[config.mk]
export PLATFORM = sky130hd
export DESIGN_NAME = power_management
export DESIGN_NICKNAME = d
export VERILOG_FILES = /design/src/rtl/power_management.sv
export SDC_FILE = /design/constraint.sdc
export NUM_CORES = 1
export LEC_CHECK = 0
export ABC_CLOCK_PERIOD_IN_PS = 2200
export BUFFER_PORTS_ARGS = -buffer_cell sky130_fd_sc_hd__buf_2
export CORE_MARGIN = 2
export CORE_UTILIZATION = 52
export CTS_CLUSTER_DIAMETER = 50
export CTS_CLUSTER_SIZE = 40
export DETAILED_ROUTE_END_ITERATION = 7
export PLACE_DENSITY = 0.83
export SYNTH_ARGS = -nofsm -noshare
export SYNTH_HDL_FRONTEND = slang
export SYNTH_SLANG_ARGS = --single-unit
[constraint.sdc]
create_clock -name clk -period 2.2 [get_ports clk]
set_clock_uncertainty 0.05 [all_clocks]
set_input_delay 0.11 -clock clk [delete_from_list [all_inputs] [get_ports clk]]
set_output_delay 0.11 -clock clk [all_outputs]
set_load 0.03 [all_outputs]
[src/rtl/power_management.sv]
// Multi-level power-down sequencer for a single power domain.
//
// Level 1: sustained idle gates the domain clock.
// Level 2: an interrupt (prolonged-idle request) while gated runs
//          isolate -> reset -> power-gate. Dropping idle runs the mirror
//          power-up sequence back to ACTIVE.
//
// Ports:
//   clk          domain clock, rising edge
//   reset        asynchronous active-low reset
//   idle         domain idle indication (level)
//   interrupt    deep power-down request (level)
//   clk_gate     1 = domain clock stopped
//   pg_down      1 = power switch off
//   reset_assert 1 = domain reset held
//   isolation    1 = isolation clamps asserted
//   pm_state     registered state encoding (only with PM_STATE_OBS_EN)
//
// Optional feature macro: PM_STATE_OBS_EN adds the pm_state observation port.
//
// All outputs are registered decodes of the next state, so they change on the
// same edge as the state register and never combinationally follow inputs.
module power_management #(
  parameter int unsigned IDLE_THRESH = 2,
  parameter int unsigned SEQ_DELAY   = 1,
  parameter int unsigned PWRUP_DELAY = 4
) (
  input  logic       clk,
  input  logic       reset,
  input  logic       idle,
  input  logic       interrupt,
  output logic       clk_gate,
  output logic       pg_down,
  output logic       reset_assert,
  output logic       isolation
`ifdef PM_STATE_OBS_EN
  ,
  output logic [2:0] pm_state
`endif
);

  localparam int unsigned StepMax = (PWRUP_DELAY > SEQ_DELAY) ? PWRUP_DELAY : SEQ_DELAY;
  localparam int unsigned StepW   = $clog2(StepMax + 1);
  localparam int unsigned IdleW   = $clog2(IDLE_THRESH + 1);

  localparam logic [StepW-1:0] SeqLast  = StepW'(SEQ_DELAY - 1);
  localparam logic [StepW-1:0] PupLast  = StepW'(PWRUP_DELAY - 1);
  localparam logic [IdleW-1:0] IdleLast = IdleW'(IDLE_THRESH - 1);

  typedef enum logic [2:0] {
    StActive = 3'd0,
    StGated  = 3'd1,
    StIso    = 3'd2,
    StRst    = 3'd3,
    StPdn    = 3'd4,
    StPup    = 3'd5,
    StRrel   = 3'd6,
    StIrel   = 3'd7
  } state_e;

  state_e           state_q, state_d;
  logic [StepW-1:0] step_q, step_d, step_sat;
  logic [IdleW-1:0] idle_cnt_q, idle_cnt_d, idle_cnt_sat;
  logic             clk_gate_q, clk_gate_d;
  logic             isolation_q, isolation_d;
  logic             reset_assert_q, reset_assert_d;
  logic             pg_down_q, pg_down_d;

  // Saturating increments: counters never wrap.
  assign step_sat     = (step_q != {StepW{1'b1}}) ? step_q + StepW'(1) : step_q;
  assign idle_cnt_sat = (idle_cnt_q != {IdleW{1'b1}}) ? idle_cnt_q + IdleW'(1) : idle_cnt_q;

  always_comb begin
    state_d    = state_q;
    step_d     = step_q;
    idle_cnt_d = '0;  // only ACTIVE accumulates idle edges
    unique case (state_q)
      StActive: begin
        if (idle) begin
          if (idle_cnt_q == IdleLast) state_d = StGated;
          else                        idle_cnt_d = idle_cnt_sat;
        end
      end
      StGated: begin
        // idle=0 wins over interrupt
        if (!idle)          state_d = StActive;
        else if (interrupt) state_d = StIso;
      end
      StIso: begin
        if (!idle)                 state_d = StIrel;  // abort before reset
        else if (step_q == SeqLast) state_d = StRst;
        else                       step_d = step_sat;
      end
      StRst: begin
        if (!idle)                 state_d = StRrel;  // abort before power-off
        else if (step_q == SeqLast) state_d = StPdn;
        else                       step_d = step_sat;
      end
      StPdn: begin
        if (!idle) state_d = StPup;
      end
      // Power-up phases are committed: idle is ignored until ACTIVE.
      StPup: begin
        if (step_q == PupLast) state_d = StRrel;
        else                   step_d = step_sat;
      end
      StRrel: begin
        if (step_q == SeqLast) state_d = StIrel;
        else                   step_d = step_sat;
      end
      StIrel: begin
        if (step_q == SeqLast) state_d = StActive;
        else                   step_d = step_sat;
      end
      default: state_d = StActive;
    endcase
    if (state_d != state_q) step_d = '0;
  end

  // Moore decode of the next state; registered below.
  always_comb begin
    clk_gate_d     = (state_d != StActive);
    isolation_d    = (state_d == StIso) || (state_d == StRst) || (state_d == StPdn) ||
                     (state_d == StPup) || (state_d == StRrel);
    reset_assert_d = (state_d == StRst) || (state_d == StPdn) || (state_d == StPup);
    pg_down_d      = (state_d == StPdn);
  end

  always_ff @(posedge clk or negedge reset) begin
    if (!reset) begin
      state_q        <= StActive;
      step_q         <= '0;
      idle_cnt_q     <= '0;
      clk_gate_q     <= 1'b0;
      isolation_q    <= 1'b0;
      reset_assert_q <= 1'b0;
      pg_down_q      <= 1'b0;
    end else begin
      state_q        <= state_d;
      step_q         <= step_d;
      idle_cnt_q     <= idle_cnt_d;
      clk_gate_q     <= clk_gate_d;
      isolation_q    <= isolation_d;
      reset_assert_q <= reset_assert_d;
      pg_down_q      <= pg_down_d;
    end
  end

  assign clk_gate     = clk_gate_q;
  assign isolation    = isolation_q;
  assign reset_assert = reset_assert_q;
  assign pg_down      = pg_down_q;

`ifdef PM_STATE_OBS_EN
  assign pm_state = state_q;
`endif

endmodule

==> results_dict.tcl <==
set metrics [dict create \
    yosys.area_share.simple 0.204 \
    setup-tns-final_ps 0 \
    core_area_mm2 0.00132 \
    port_buffers 7 \
    cts_resized 0 \
    synth.distinct_cells 32 \
    dpl.hpwl_um 983 \
    max_stage_delay_ps 410 \
    seq_area_um2 300 \
    start_util 0.559 \
    clkSinkCount 12 \
    maxCapViolCount 0 \
    setup_viol 0 \
    grt_max_degree 15 \
    tightest_slew_ps 492 \
    insertion_delay_ps 260 \
    grt_overflow 0 \
    final-max-slew-violation-count 0 \
    p_leak_nw 0.378 \
    area_growth_syn_to_layout_pct 8.49 \
    critPathMaxFanout 4 \
    drc 0 \
    grt_usage 0.160 \
    dieHeight_um 41.6 \
    drive_gt1_frac 0.229 \
    ant_nets 0 \
    num_vias 546 \
    ys_seq_area_frac 0.407 \
    synth_area_per_cell_um2 9.83 \
    path_cells "ha_1 > ha_1 > and4bb_1 > a21oi_1 > a211oi_4 > mux2i_1 > nor2_1" \
    finalCritPeriodShare 0.896 \
    run_status "finished clean" \
    synth_top_family_by_area "compound AO/OA/AOI/OAI gates" \
    clkTransAtPathRegs_ps 60 \
    ys_warn_count 0 \
    n_fill_cell 114 \
    grt_first_pass_wirelength_mm 2.10 \
    dieArea_mm2 0.00173 \
    powerDensity_mw_per_mm2 1390 \
    max_freq_ghz 0.507 \
    numCtsBuffers 3 \
    hold_viol_final 0 \
    cpMostUsedCell "ha_1" \
    fp-row-count 13 \
    synth_compound_area_frac 0.219 \
    final_common_cell "dfrtp_1" \
    hold_path.class "input pin to flop" \
    synth_fp_nets 83 \
    cts_tree "done" \
    mostFrequentLayoutCells "dfrtp_1 (12), nor2_1 (10), nand2_1 (7), buf_2 (7), a21oi_1 (5)" \
    wirelength_mm 1.26 \
    syn-cell-area_um2 737 \
    critPathSlowestCell "dfrtp_1" \
    crit_path_start_kind "flop" \
    synth_top_area_cell "dfrtp_1" \
    clockBufferDepth 2 \
    fin_crit_ps 1970 \
    rsz0062_at_grt "false" \
    die_x_um 41.6 \
    place.gp.congestion 0.756 \
    wire_per_inst_um 12.8 \
    slew_headroom 0.672 \
    worstPathArrival_ps 2070 \
    h-tree-depth 1 \
    first_pass_iters 4 \
    muxShareOfSynthArea 0.0424 \
    max-vdd-ir-drop_uv 705 \
    synthXorXnorAreaFrac 0.0119 \
    whs_ps 89.3 \
    antenna_found_initial 0 \
    critPathCaptureType "flop" \
    viasPerCell 5.57 \
    grt_pass1_vias 501 \
    syn_inst 75 \
    antenna_cells 0 \
    nets 93 \
    drtIter0Drc 6 \
    io_pins 8 \
    ys_ff_latch 12 \
    criticalPathCategory "flop to flop" \
    synth_top_area_frac 0.407 \
    synthAdderAreaFrac 0.0679 \
    critPathRequiredTime_ps 2300 \
    root_buffer "clkbuf_4" \
    multiInputGateArea_um2 402 \
    yosys-top-cells-area "dfrtp_1 (41%), ha_1 (6.8%), nor2_1 (5.1%), nand2_1 (3.6%), a21oi_1 (3.4%)" \
]
-- cells in the mapped netlist --
| master | count |
|---|---|
| dfrtp_1 | 12 |
| nor2_1 | 10 |
| nand2_1 | 7 |
| a21oi_1 | 5 |
| ha_1 | 4 |
| inv_1 | 3 |
| o21ai_0 | 3 |
| and3_1 | 2 |
| mux2i_1 | 2 |
| nand2b_1 | 2 |
| nor2b_1 | 2 |
| o21a_1 | 2 |
| o21ai_2 | 2 |
| a211o_1 | 1 |
| a211oi_1 | 1 |
| a211oi_2 | 1 |
| a211oi_4 | 1 |
| a21boi_2 | 1 |
| a31o_2 | 1 |
| and2_1 | 1 |
| and4bb_1 | 1 |
| buf_2 | 1 |
| buf_4 | 1 |
| buf_6 | 1 |
| mux2_2 | 1 |
| nand3b_2 | 1 |
| nor3_1 | 1 |
| o21ba_1 | 1 |
| o21ba_2 | 1 |
| or2b_1 | 1 |
| or3_1 | 1 |
| xnor2_1 | 1 |
-- final cells by class --
type                    instances  share of cell area
clock buffers                   3              0.0282
inverters                       3              0.0141
multi-input cells              57               0.502
flip-flops and latches         12               0.376
well taps                      15              0.0235
repair buffers                  8              0.0563
-- power by group --
part | switching (mW) | total (mW) | internal (mW)
Clock | 0.0600 | 0.123 | 0.0631
Sequential | 0.0959 | 0.397 | 0.301
Combinational | 0.339 | 0.589 | 0.250
-- worst paths after layout --
kind                                from             to  slack, ps  cells past startpoint
max                            step_q[0]      step_q[1]        230                      7
min reg2reg                idle_cnt_q[1]  idle_cnt_q[1]        480                      1
min                                 idle  idle_cnt_q[0]         90                      3
min in group asynchronous          reset       clk_gate        190                      2
max reg2reg                    step_q[0]      step_q[1]        230                      7
max in group asynchronous          reset     state_q[2]       1700                      2
-- cell families after synthesis --
logic type	after synthesis
xor+xnor	1
fa+ha+maj	4
mux	3
flops	12
simple gates	29
compound gates	20
buf+inv	6
-- flip-flops by register name (all words and copies together) (netlist names) --
signal,count
isolation,1
clk_gate,1
state_q,3
pg_down,1
step_q,3
idle_cnt_q,2
reset_assert,1
-- metrics by stage --
step	worst slack [ps]	std cells	util	area, µm²	power (mW)
floorplan	391	75	-	737	0.875
global placement	322	94	0.582	767	0.967
detailed placement	224	94	0.582	767	0.988
CTS	223	98	0.607	800	1.12
global route	108	98	0.607	800	1.21
finish	228	98	0.607	800	1.11
-- worst max-delay path: cells and delay by family (launching register included) --
family,cells,cell delay [ps]
fa+ha+maj,2,430
simple gates,2,330
flops,1,410
mux,1,230
compound gates,2,420
-- per-layer routing --
| metal | wire [µm] | share of wire | global-route usage |
|---|---|---|---|
| met1 | 611 | 0.49 | 0.220 |
| met2 | 592 | 0.47 | 0.244 |
| met3 | 34 | 0.027 | 0.0261 |
| met4 | 18 | 0.014 | 0.0774 |
| met5 | 0 | 0 | 0 |
-- repair_timing --
action	in CTS	in global routing
buffers inserted	0	0
endpoints found under the hold margin	12	0
hold buffers	1	0
setup endpoints to repair	0	0
(Power assumes the default switching activity.)
